===== src/rtl/udp_rx_pkg.sv =====
// Shared constants for the UDP receive-buffer-to-FIFO drain stage.
package udp_rx_pkg;

    // FSM state encoding
    localparam logic [3:0] ST_IDLE = 4'd0;
    localparam logic [3:0] ST_LOAD = 4'd1;
    localparam logic [3:0] ST_HDR  = 4'd2;
    localparam logic [3:0] ST_READ = 4'd3;
    localparam logic [3:0] ST_DONE = 4'd4;

    // Largest payload accepted before truncation
    localparam int unsigned MAX_LEN_DEF = 2048;

    // Bytes in the optional length header
    localparam int unsigned HDR_BYTES = 2;

endpackage


===== src/rtl/rd_skid.sv =====
// One-entry skid register behind the 1-cycle receive-buffer read latency.
// A byte arriving while the sink is stalled is parked here and offered
// first on the next ready cycle.
module rd_skid (
    input  logic       clk,
    input  logic       rst_n,
    input  logic       s_valid,
    input  logic [7:0] s_data,
    output logic       s_ready_c,
    output logic       m_valid_c,
    output logic [7:0] m_data_c,
    input  logic       m_ready
);

    logic       skid_v_q;
    logic       skid_v_d;
    logic [7:0] skid_data_q;
    logic [7:0] skid_data_d;

    // Skid storage registers
    always_ff @(posedge clk) begin
        if (!rst_n) begin
            skid_v_q    <= 1'b0;
            skid_data_q <= 8'h00;
        end else begin
            skid_v_q    <= skid_v_d;
            skid_data_q <= skid_data_d;
        end
    end

    // Park an unaccepted byte, release it once the sink is ready
    always_comb begin
        skid_v_d    = skid_v_q;
        skid_data_d = skid_data_q;
        if (skid_v_q) begin
            if (m_ready) begin
                skid_v_d = 1'b0;
            end
        end else if (s_valid && !m_ready) begin
            skid_v_d    = 1'b1;
            skid_data_d = s_data;
        end
    end

    assign s_ready_c = !skid_v_q;
    assign m_valid_c = skid_v_q || s_valid;
    assign m_data_c  = skid_v_q ? skid_data_q : s_data;

endmodule


===== src/rtl/udp_rx2fifo.sv =====
// Drains a received UDP payload from the MAC receive buffer into the
// receive-side FIFO, then acknowledges with fd until the MAC drops fs.
// Optional macro UDP_RX2FIFO_LEN_HDR_EN prepends a 2-byte length header.
// fifo_full is evaluated in the cycle that decides a write; the registered
// fifo_txen/fifo_txd for that write follow on the next cycle.
module udp_rx2fifo
    import udp_rx_pkg::*;
#(
    parameter int unsigned ADDR_W  = 11,
    parameter int unsigned LEN_W   = 16,
    parameter int unsigned MAX_LEN = MAX_LEN_DEF
) (
    input  logic              clk,
    input  logic              rst_n,
    input  logic              fs,
    output logic              fd,
    input  logic [LEN_W-1:0]  udp_rx_len,
    output logic [ADDR_W-1:0] udp_rx_addr,
    input  logic [7:0]        udp_rxd,
    input  logic              fifo_full,
    output logic              fifo_txen,
    output logic [7:0]        fifo_txd,
    output logic              busy,
    output logic              err,
    output logic [15:0]       pkt_cnt
);

    logic [3:0]        state_q, state_d;
    logic [LEN_W-1:0]  len_q, len_d;
    logic [LEN_W-1:0]  rd_cnt_q, rd_cnt_d;
    logic [LEN_W-1:0]  wr_cnt_q, wr_cnt_d;
    logic              pipe_v_q, pipe_v_d;
    logic              fd_q, fd_d;
    logic              busy_q, busy_d;
    logic              err_q, err_d;
    logic              txen_q, txen_d;
    logic [7:0]        txd_q, txd_d;
    logic [15:0]       pkt_cnt_q, pkt_cnt_d;
    logic [ADDR_W-1:0] addr_q, addr_d;

    logic              rx_len_over_c;
    logic [LEN_W-1:0]  rx_len_clamped_c;
    logic [LEN_W-1:0]  wr_target_c;
    logic [LEN_W-1:0]  wr_next_c;
    logic              issue_c;
    logic              wr_fire_c;
    logic [7:0]        wr_byte_c;
    logic              sk_s_ready_c;
    logic              sk_m_valid_c;
    logic [7:0]        sk_m_data_c;

    assign rx_len_over_c    = (udp_rx_len > LEN_W'(MAX_LEN));
    assign rx_len_clamped_c = rx_len_over_c ? LEN_W'(MAX_LEN) : udp_rx_len;

`ifdef UDP_RX2FIFO_LEN_HDR_EN
    logic [15:0] hdr_len_c;
    assign hdr_len_c   = 16'(len_q);
    assign wr_target_c = len_q + LEN_W'(HDR_BYTES);
`else
    assign wr_target_c = len_q;
`endif

    // Read-data skid: absorbs a byte already in flight when the FIFO fills
    rd_skid u_rd_skid (
        .clk       (clk),
        .rst_n     (rst_n),
        .s_valid   (pipe_v_q),
        .s_data    (udp_rxd),
        .s_ready_c (sk_s_ready_c),
        .m_valid_c (sk_m_valid_c),
        .m_data_c  (sk_m_data_c),
        .m_ready   (!fifo_full)
    );

    // State register
    always_ff @(posedge clk) begin
        if (!rst_n) begin
            state_q <= ST_IDLE;
        end else begin
            state_q <= state_d;
        end
    end

    // Read issue and FIFO write decision for the current cycle.
    // Issue is also withheld while full: a byte issued then could arrive
    // while the single skid entry is already occupied.
    always_comb begin
        issue_c   = 1'b0;
        wr_fire_c = 1'b0;
        wr_byte_c = 8'h00;
        case (state_q)
`ifdef UDP_RX2FIFO_LEN_HDR_EN
            ST_HDR: begin
                if (!fifo_full) begin
                    wr_fire_c = 1'b1;
                    wr_byte_c = (wr_cnt_q == '0) ? hdr_len_c[15:8] : hdr_len_c[7:0];
                end
            end
`endif
            ST_READ: begin
                issue_c = (rd_cnt_q < len_q) && sk_s_ready_c && !fifo_full;
                if (sk_m_valid_c && !fifo_full) begin
                    wr_fire_c = 1'b1;
                    wr_byte_c = sk_m_data_c;
                end
            end
            default: ;
        endcase
        wr_next_c = wr_cnt_q + LEN_W'(wr_fire_c);
    end

    // Next-state logic
    always_comb begin
        state_d = state_q;
        case (state_q)
            ST_IDLE: begin
                if (fs) begin
`ifdef UDP_RX2FIFO_LEN_HDR_EN
                    state_d = ST_LOAD;
`else
                    state_d = (rx_len_clamped_c == '0) ? ST_DONE : ST_LOAD;
`endif
                end
            end
            ST_LOAD: begin
`ifdef UDP_RX2FIFO_LEN_HDR_EN
                state_d = ST_HDR;
`else
                state_d = ST_READ;
`endif
            end
`ifdef UDP_RX2FIFO_LEN_HDR_EN
            ST_HDR: begin
                if (wr_next_c == wr_target_c) begin
                    state_d = ST_DONE;
                end else if (wr_next_c == LEN_W'(HDR_BYTES)) begin
                    state_d = ST_READ;
                end
            end
`endif
            ST_READ: begin
                if (wr_next_c == wr_target_c) begin
                    state_d = ST_DONE;
                end
            end
            ST_DONE: begin
                if (!fs) begin
                    state_d = ST_IDLE;
                end
            end
            default: state_d = ST_IDLE;
        endcase
    end

    // Datapath and registered-output next values
    always_comb begin
        len_d     = len_q;
        rd_cnt_d  = rd_cnt_q;
        wr_cnt_d  = wr_next_c;
        pipe_v_d  = issue_c;
        err_d     = 1'b0;
        txen_d    = wr_fire_c;
        txd_d     = wr_fire_c ? wr_byte_c : txd_q;
        fd_d      = (state_d == ST_DONE);
        busy_d    = (state_d != ST_IDLE);
        pkt_cnt_d = pkt_cnt_q;

        if (state_q == ST_IDLE && fs) begin
            len_d = rx_len_clamped_c;
            err_d = rx_len_over_c;
        end
        if (state_q == ST_LOAD) begin
            rd_cnt_d = '0;
            wr_cnt_d = '0;
        end
        if (issue_c) begin
            rd_cnt_d = rd_cnt_q + LEN_W'(1);
        end
        if (state_q == ST_DONE && !fs) begin
            pkt_cnt_d = pkt_cnt_q + 16'd1;
        end
        addr_d = rd_cnt_d[ADDR_W-1:0];
    end

    // Datapath and output registers
    always_ff @(posedge clk) begin
        if (!rst_n) begin
            len_q     <= '0;
            rd_cnt_q  <= '0;
            wr_cnt_q  <= '0;
            pipe_v_q  <= 1'b0;
            fd_q      <= 1'b0;
            busy_q    <= 1'b0;
            err_q     <= 1'b0;
            txen_q    <= 1'b0;
            txd_q     <= 8'h00;
            pkt_cnt_q <= 16'h0000;
            addr_q    <= '0;
        end else begin
            len_q     <= len_d;
            rd_cnt_q  <= rd_cnt_d;
            wr_cnt_q  <= wr_cnt_d;
            pipe_v_q  <= pipe_v_d;
            fd_q      <= fd_d;
            busy_q    <= busy_d;
            err_q     <= err_d;
            txen_q    <= txen_d;
            txd_q     <= txd_d;
            pkt_cnt_q <= pkt_cnt_d;
            addr_q    <= addr_d;
        end
    end

    assign fd          = fd_q;
    assign busy        = busy_q;
    assign err         = err_q;
    assign fifo_txen   = txen_q;
    assign fifo_txd    = txd_q;
    assign pkt_cnt     = pkt_cnt_q;
    assign udp_rx_addr = addr_q;

endmodule


===== config.mk =====
export PLATFORM = sky130hd
export DESIGN_NAME = udp_rx2fifo
export DESIGN_NICKNAME = d
export VERILOG_FILES = /design/src/rtl/udp_rx_pkg.sv /design/src/rtl/rd_skid.sv /design/src/rtl/udp_rx2fifo.sv
export SDC_FILE = /design/constraint.sdc
export NUM_CORES = 1
export LEC_CHECK = 0
export ABC_AREA = 1
export ABC_CLOCK_PERIOD_IN_PS = 3290
export BUFFER_PORTS_ARGS = -buffer_cell sky130_fd_sc_hd__buf_2
export CORE_ASPECT_RATIO = 0.6
export CORE_MARGIN = 8
export CORE_UTILIZATION = 35
export CTS_CLUSTER_SIZE = 30
export DETAILED_ROUTE_END_ITERATION = 8
export GPL_ROUTABILITY_DRIVEN = 0
export SLEW_MARGIN = 25
export SYNTH_ARGS = -nofsm -noshare
export SYNTH_HDL_FRONTEND = slang
export SYNTH_HIERARCHICAL = 1
export SYNTH_SLANG_ARGS = --single-unit
export TNS_END_PERCENT = 100

===== constraint.sdc =====
create_clock -name clk -period 3.29 [get_ports clk]
set_input_delay 0.658 -clock clk [delete_from_list [all_inputs] [get_ports clk]]
set_output_delay 0.658 -clock clk [all_outputs]
set_load 0.005 [all_outputs]

==> Word level (Yosys, flattened, before mapping) <==
Cells that the tools add are included.
{ "word_totals": {"reg_bits": 90, "latch_bits": 0, "mem_bits_rw": 0, "rom_bits": 0, "inputBits": 28, "output_inout_bits": 39, "mem_count": 0} }
{ "op_classes": {"add_sub_neg": 3, "multipliers": 0, "div": 0, "n_lt_le_gt_ge": 2, "eq_ne": 5, "shifts": 0, "muxes": 17, "n_bitwise": 2, "reduce_logical": 17} }
{ "op_table": {"columns": ["operator", "count"], "rows": [
  ["$mux W16", 3],
  ["$add A16 B1 Y16 const B", 2],
  ["$mux W8", 3],
  ["$add A16 B1 Y16", 1],
  ["$eq A16 B16 Y1", 1],
  ["$gt A16 B12 Y1 const B", 1],
  ["$logic_not A16 Y1", 1],
  ["$lt A16 B16 Y1", 1],
  ["$pmux W4 S4", 1],
  ["$mux W4", 3],
  ["$eq A4 B3 Y1 const B", 2],
  ["$logic_and A1 B1 Y1", 6],
  ["$mux W1", 6],
  ["$eq A4 B1 Y1 const B", 1],
  ["$eq A4 B2 Y1 const B", 1],
  ["$logic_not A4 Y1", 1],
  ["$reduce_and A2 Y1", 2],
  ["$reduce_bool A4 Y1", 1],
  ["$logic_not A1 Y1", 3],
  ["$mux W3", 1],
  ["$not A1 Y1", 2],
  ["$reduce_bool A2 Y1", 1],
  ["$reduce_or A2 Y1", 1],
  ["$logic_or A1 B1 Y1", 1]
]} }

==> Longest topological paths before layout <==
Gate-level depths: netlist of run 1.
{ "depth": {"ltp_word": 9, "ltp_mapped": 24} }

==> By module <==
Netlist of run 1, hierarchy kept.
{ "modules_own_cells": {"columns": ["mod", "n_inst", "cells_per_inst", "area_per_inst_um2", "seq_area_each_um2"], "rows": [
  ["udp_rx2fifo", 1, 635, 4455.5, 1621.6],
  ["rd_skid", 1, 91, 525.5, 180.2]
]} }

==> Worst setup path after synthesis of run 1 <==
Ideal clock, no wire load.
{ "synth_timing": {"path_type": "input to register", "from": "input port fifo_full", "to": "register busy_q (netlist: busy)", "setup_ns": 0.114, "arrival_time_ns": 2.629, "required_time_ns": 3.176, "slack_ns": 0.547, "cell_stages": 20, "path_cell_list": "inv_1 -> nand3_1 -> inv_1 -> ha_1 -> ha_1 -> nand2_1 -> nor2_4 -> nand2_1 -> nand2_1 -> nand2_1 -> nand2_1 -> nand3_1 -> nor2_1 -> nand2_1 -> nor2_2 -> nand2_1 -> nand3_2 -> nand2_1 -> nand2_1 -> nand2_1"} }
{ "synth_via": {"elab_chain_len": 9} }
{ "synth_lines": {"columns": ["item", "line_no", "text"], "rows": [
  ["start: declaration", "udp_rx2fifo.sv:20", "input logic fifo_full,"],
  ["$logic_not A1 Y1", "udp_rx2fifo.sv:102", "if (sk_m_valid_c && !fifo_full) begin"],
  ["$logic_and A1 B1 Y1", "udp_rx2fifo.sv:102", null],
  ["$mux W1", "udp_rx2fifo.sv:102", null],
  ["$mux W1", "udp_rx2fifo.sv:91", "case (state_q)"],
  ["named net txen_d", "udp_rx2fifo.sv:36", "logic txen_q, txen_d;"],
  ["$add A16 B1 Y16", "udp_rx2fifo.sv:109", "wr_next_c = wr_cnt_q + LEN_W'(wr_fire_c);"],
  ["$eq A16 B16 Y1", "udp_rx2fifo.sv:142", "if (wr_next_c == wr_target_c) begin"],
  ["$mux W4", "udp_rx2fifo.sv:142", null],
  ["$pmux W4 S4", "udp_rx2fifo.sv:115", "case (state_q)"],
  ["$reduce_bool A4 Y1", "udp_rx2fifo.sv:165", "busy_d = (state_d != ST_IDLE);"],
  ["end signal: assignment", "udp_rx2fifo.sv:205", "busy_q <= busy_d;"],
  ["end: declaration", "udp_rx2fifo.sv:34", "logic busy_q, busy_d;"]
]} }
The timed path passes the listed nets, and every way through them passes these cells.
A chain may end at the register's enable or synchronous reset.

==> Worst setup path in the final report of run 1 <==
{ "layout_timing": {"from": "register state_q[2]", "to": "register busy_q (netlist: busy)"} }
{ "layout_via": {"elab_chain_len": 7, "word_cells_on_any_way": 12, "cone_classes": "add/sub: 1; eq/ne: 4; mux: 5; reduce/logical: 2"} }
{ "layout_lines": {"columns": ["item", "line_no", "text"], "rows": [
  ["start: declaration", "udp_rx2fifo.sv:28", "logic [3:0] state_q, state_d;"],
  ["start signal: assignment", "udp_rx2fifo.sv:80", "state_q <= state_d;"],
  ["$eq A4 B2 Y1", "udp_rx2fifo.sv:91", null],
  ["$mux W1", "udp_rx2fifo.sv:91", null],
  ["named net txen_d", "udp_rx2fifo.sv:36", null],
  ["$add A16 B1 Y16", "udp_rx2fifo.sv:109", null],
  ["$eq A16 B16 Y1", "udp_rx2fifo.sv:142", null],
  ["$mux W4", "udp_rx2fifo.sv:142", null],
  ["$pmux W4 S4", "udp_rx2fifo.sv:115", null],
  ["$reduce_bool A4 Y1", "udp_rx2fifo.sv:165", null]
]} }
The timed path passes the listed nets, and every way through them passes these cells.

==> run summary, run 1 <==
WL final: 13200 um
R2R setup slack: 400 ps
Synth top area share: 0.362
Hold Fails Final Rpt: 0
Worst Path Required: 3520 ps
GRT Total Usage: 0.147
Final nets: 835
DRT met1 WL: 7280 um
syn avg cell area: 6.86 um2
internal power: 1.83 mW
Syn-to-layout area delta: 16.7%
crit start category: flip-flop
fillcell total: 1449
post-route setup TNS: 0 ps
commonest non-fill, non-tap cell in the layout: nand2_1
status: complete, no violations
Overflow after GRT: 0
initial antenna violation count: 0
Clk network pwr share: 0.478
global-route wire length before repair: 21700 um
Die Y: 108 um
Yosys reg bits: 90
layout cells sized above 1: 0.165
core area: 0.0138 mm2
CP arrival: 3120 ps
Critical Path Max Stage Delay: 330 ps
H-Tree Depth: 3
CP top delay family: simple AND/OR/NAND/NOR gates
Post-Synthesis Cells: 726
Seq/Total Area, Yosys: 0.362
Tmin final: 2890 ps
Critical-path top delay cell: dfxtp_1
Slew Viols, Final: 0
TritonCTS Buffers: 9
clk root buf: clkbuf_16
NetSw: 0.543 mW
Post-synth EDFFs: 0
DR top layer: met4
Flop pwr share: 0.464
Post-Syn Nets: 774
Yosys top cell by area: dfxtp_1
vias in the first global route: 4164
row count: 33
Lkg Pwr: 2.63 nW
ys async rst share: 0
Initial DRC Count: 350
Max Root-Sink Buffers: 2
Fin Clk Skew: 8.62 ps
cell area after synthesis: 0.00498 mm2
Slew @ Worst Pin: 656 ps
routed len/inst: 13.5 um
Comb power frac: 0.058
cell area after layout: 0.00581 mm2
n_diodes: 0
largest net degree at the start of global routing: 39
synth top area cells: dfxtp_1, nand2_1, inv_1
Fmax: 346 MHz
DIE AREA: 0.0184 mm2
post-route ant nets: 0
CP Capture Type: flip-flop
post-synth cell types: 38
Max Cap Viol: 0
Met3 Wirelength: 1020 um
Max-slew headroom: 0.561
met2 WL: 4850 um
CTS Sinks: 90
class of the worst hold path: flip-flop to flip-flop
vias per cell: 4.68
Hold Buf Count CTS: 0
DRC: 0
CTS tree: built
yosys warns: 6
peak supply drop: 0.237 mV
crit-path max FO: 5
Final Power: 2.38 mW
First-pass DRT Iterations: 4
Setup CP Type: flip-flop to flip-flop
die width: 170 um
I/O pin total: 67
RSZ-0062 raised after global routing: no
final cycle utilization of the critical path: 0.878
Initial Utilization: 0.361
Power Dens Cells: 409 mW/mm2
clk slew on worst S/H paths: 60 ps
switching share of power: 0.229
Worst path most repeated cell: nand2_1
Port Buffers: 66
Cell Area, Placed: 0.00545 mm2
final setup vio count: 0
Clk Latency, worst-skew pair: 340 ps
most frequent cells in the layout: nand2_1, inv_1, dfxtp_1
Worst Path Buf+Inv: 4
Final HPWL DP: 10100 um
Synth Flop Type: dfxtp_1
via count: 4610
==> flip-flops by register name (all words and copies together), names as in the netlist <==
signal                 flops
pkt_cnt                   16
state_q                    4
len_q                     16
u_rd_skid/skid_data_q      8
fd                         1
fifo_txen                  1
u_rd_skid/skid_v_q         1
fifo_txd                   8
err                        1
rd_cnt_q                  16
pipe_v_q                   1
wr_cnt_q                  16
busy                       1
==> tightest hold or removal path, stage by stage (launching register included) <==
cell and delay (ps):
dfxtp_1 310, nand3_1 70, inv_1 30
==> power groups by stage <==
stage          clock network [mW]  logic (mW)  registers (mW)
3_3_place_gp                    0       0.137            1.13
4_1_cts                      1.16       0.137            1.10
3_5_place_dp                    0       0.137            1.13
6_report                     1.13       0.138            1.10
5_1_grt                      1.21       0.156            1.10
2_1_floorplan                   0      0.0834            1.13
==> logic make-up after synthesis <==
family                   synth area share
XOR/XNOR                           0.0354
flip-flops                          0.362
AO/OA/AOI/OAI                       0.103
buffers and inverters               0.109
adder cells (fa/ha/maj)            0.0502
other                            0.000753
AND/OR/NAND/NOR                     0.341
==> final cells by class <==
cell class                      instances  area, um2  area share
Clock buffer                           10        239      0.0411
Clock inverter                          6       88.8      0.0153
Inverter                              103        387      0.0665
Multi-Input combinational cell        507       2650       0.457
Sequential cell                        90       1800       0.310
Tap cell                              192        240      0.0413
Timing Repair Buffer                   76        403      0.0693
==> routing by layer <==
layer	vias up	global-route usage
met4	0	0.0274
met3	9	0.0517
li1	2451	-
met1	2016	0.219
met2	134	0.195
met5	-	0
==> synth_stat cells (2+ instances only) <==
library cell / number
nand2_1: 166
inv_1: 98
dfxtp_1: 90
nor2_1: 82
nand3_1: 68
a21oi_1: 51
o21ai_0: 25
ha_1: 20
nand4_1: 17
buf_4: 12
nor2_2: 10
clkbuf_1: 9
a211oi_1: 8
xnor2_1: 8
xor2_1: 7
nor3_1: 6
inv_2: 5
nor2_4: 5
nand3_2: 4
nor3_2: 4
o21a_1: 4
buf_2: 3
nand2_2: 3
nor4_1: 3
or2_2: 3
o21ai_1: 2
xnor3_1: 2
==> worst paths after layout <==
| kind | startpoint | endpoint | depth (start not counted) |
|---|---|---|---|
| hold / removal | len_q[13]$_SDFFE_PN0P_ | len_q[13]$_SDFFE_PN0P_ | 2 |
| setup / recovery | state_q[2]$_SDFF_PN0_ | busy$_SDFF_PN0_ | 25 |
| hold reg to reg | len_q[13]$_SDFFE_PN0P_ | len_q[13]$_SDFFE_PN0P_ | 2 |
| setup reg to reg | state_q[2]$_SDFF_PN0_ | busy$_SDFF_PN0_ | 25 |
==> what timing repair did <==
item,CTS,global route
hold endpoints to repair,0,0
setup buffers,0,3
setup endpoints to repair,0,5
resized for setup,0,5
==> per-stage QoR <==
stage                     std cells  setup slack (ps)   util  hold WS [ps]
after floorplan                 726               547      -           436
after global placement          965               404  0.395           444
after detailed placement        965               393  0.395           445
after CTS                       981               359  0.419           458
after global routing            984              50.5  0.422           468
final                           984               400  0.422           456
Note: power is estimated with default switching activity, not from simulation.
==> run 2: changes to the inputs <==
- CAP_MARGIN: not set -> 20
- CELL_PAD_IN_SITES_DETAIL_PLACEMENT: not set -> 0
- CELL_PAD_IN_SITES_GLOBAL_PLACEMENT: not set -> 1
- PLACE_DENSITY_LB_ADDON: not set -> 0.1
==> run 2 against run 1 <==
- clock power rose by 12%
- sequential cell count stayed put
- routed wire length up 5.7%
- cell count shrank 0.10%
- global-route usage up 0.65 points
- combinational power is essentially flat
==> run summary, run 2 (same netlist as run 1, synthesis figures left out) <==
global-route wire length before repair: 22400 um (+3.5%)
Final nets: 835 (unchanged)
Initial DRC Count: 324 (-7.4%)
grt met3 use: 0.0356 (-0.0160)
DRC: 0 (unchanged)
class of the worst hold path: flip-flop to flip-flop
Final HPWL DP: 10700 um (+5.6%)
die width: 170 um (unchanged)
initial antenna violation count: 1 (+1)
Clk network pwr share: 0.506 (+0.028)
final setup vio count: 0 (unchanged)
Setup CP Type: flip-flop to flip-flop
Slew Viols, Final: 0 (unchanged)
GR peak layer: met1
Max Root-Sink Buffers: 2 (unchanged)
routed len/inst: 14.2 um (+5.8%)
Slew @ Worst Pin: 777 ps (+120 ps)
Worst Path Required: 3520 ps (about the same)
Hold Fails Final Rpt: 0 (unchanged)
clk root buf: clkbuf_16
Final Core Density: 0.423 (+0.00163)
Max Cap Viol: 0 (unchanged)
vias per cell: 4.76 (+1.5%)
WL final: 14000 um (+5.7%)
row count: 33 (unchanged)
most frequent cells in the layout: nand2_1, inv_1, dfxtp_1
First-pass DRT Iterations: 6 (+2)
DIE AREA: 0.0184 mm2 (unchanged)
CTS Sinks: 90 (unchanged)
CTS tree: built
switching share of power: 0.218 (-0.0106)
Place WS: 285 ps (-108 ps)
GR Util met1: 0.223 (+0.00368)
clk slew on worst S/H paths: 70 ps (about the same)
Port Buffers: 66 (unchanged)
Comb power frac: 0.055 (-0.003)
post-route ant nets: 0 (unchanged)
Power Dens Cells: 431 mW/mm2 (+5.4%)
RSZ-0062 raised after global routing: no
crit-path max FO: 5 (unchanged)
Final Power: 2.51 mW (+5.8%)
post-route setup TNS: 0 ps (unchanged)
TritonCTS Buffers: 9 (unchanged)
Syn-to-layout area delta: 17.2%
n_diodes: 0 (unchanged)
crit start category: flip-flop
CP Capture Type: flip-flop
largest net degree at the start of global routing: 28 (-28%)
vias in the first global route: 4265 (+2.4%)
via count: 4675 (+1.4%)
Overflow after GRT: 0 (unchanged)
Flop pwr share: 0.439 (-0.025)
GR Util met2: 0.223 (+0.0274)
Worst path most repeated cell: nand2_1
Critical-path top delay cell: dfxtp_1
GRT Total Usage: 0.153 (+0.00647)
NetSw: 0.548 mW (+0.87%)
Fmax: 338 MHz (-2.3%)
Critical Path Max Stage Delay: 330 ps (about the same)
CP arrival: 3190 ps (+70 ps)
Hold Buf Count CTS: 0 (unchanged)
Tmin final: 2960 ps (+67.1 ps)
commonest non-fill, non-tap cell in the layout: nand2_1
final cycle utilization of the critical path: 0.899 (+0.0204)
Clk Latency, worst-skew pair: 340 ps (about the same)
core area: 0.0138 mm2 (unchanged)
layout cells sized above 1: 0.159 (-0.00611)
status: complete, no violations
Fin Clk Skew: 9.51 ps (+0.888 ps)
Final WS setup: 333 ps (-67.1 ps)
I/O pin total: 67 (unchanged)
Max-slew headroom: 0.482 (-0.0797)
Die Y: 108 um (unchanged)
peak supply drop: 0.220 mV (-7.2%)
Initial Utilization: 0.361 (unchanged)
internal power: 1.96 mW (+7.2%)
H-Tree Depth: 3 (unchanged)
Lkg Pwr: 2.66 nW (+0.93%)
-- run 2: per-layer routing --
layer	vias up	routed length, um
met4	2	113
met3	11	696
met5	-	13
li1	2450	-
met2	91	5590
met1	2121	7590
-- run 2: path summary, 6_finish.rpt --
check                                             from                     end  slack [ps]  cells after the start
worst max register to register   state_q[2]$_SDFF_PN0_         busy$_SDFF_PN0_         330                     25
worst min-delay path            len_q[13]$_SDFFE_PN0P_  len_q[13]$_SDFFE_PN0P_         470                      2
worst max-delay path             state_q[2]$_SDFF_PN0_         busy$_SDFF_PN0_         330                     25
worst min register to register  len_q[13]$_SDFFE_PN0P_  len_q[13]$_SDFFE_PN0P_         470                      2
-- run 2: power by group through the flow --
stage | Sequential, mW | Clock [mW] | Combinational, mW
after global routing | 1.10 | 1.34 | 0.155
after global placement | 1.13 | 0 | 0.138
after CTS | 1.10 | 1.30 | 0.139
after floorplan | 1.13 | 0 | 0.0834
after detailed placement | 1.13 | 0 | 0.138
final | 1.10 | 1.27 | 0.138
-- run 2: final cells by class --
type | count | area [um2]
clock buffers | 9 | 225
clock inverters | 6 | 138
fillers | 1442 | 7960
inverters | 103 | 387
multi-input cells | 507 | 2640
flip-flops and latches | 90 | 1800
well taps | 192 | 240
repair buffers | 76 | 405
-- run 2: timing repair --
action                                 4_1_cts  5_1_grt
setup buffers                                0        3
setup endpoints to repair                    0        2
endpoints found under the hold margin        0        0
resized for setup                            0        1
-- run 2: stage by stage --
stage                     std cells  cell area, um2  hold WS, ps
after floorplan                 726            4980          436
final                           983            5840          468
after global routing            983            5840          484
after detailed placement        965            5450          457
after global placement          965            5450          443
after CTS                       980            5810          467
-- run 2: critical path, delay by kind of cell (launching register included) --
kind	cells	cell delay (ps)
and+or+nand+nor	19	1630
buffers and inverters	4	500
adders and majority gates	2	350
DFF	1	330
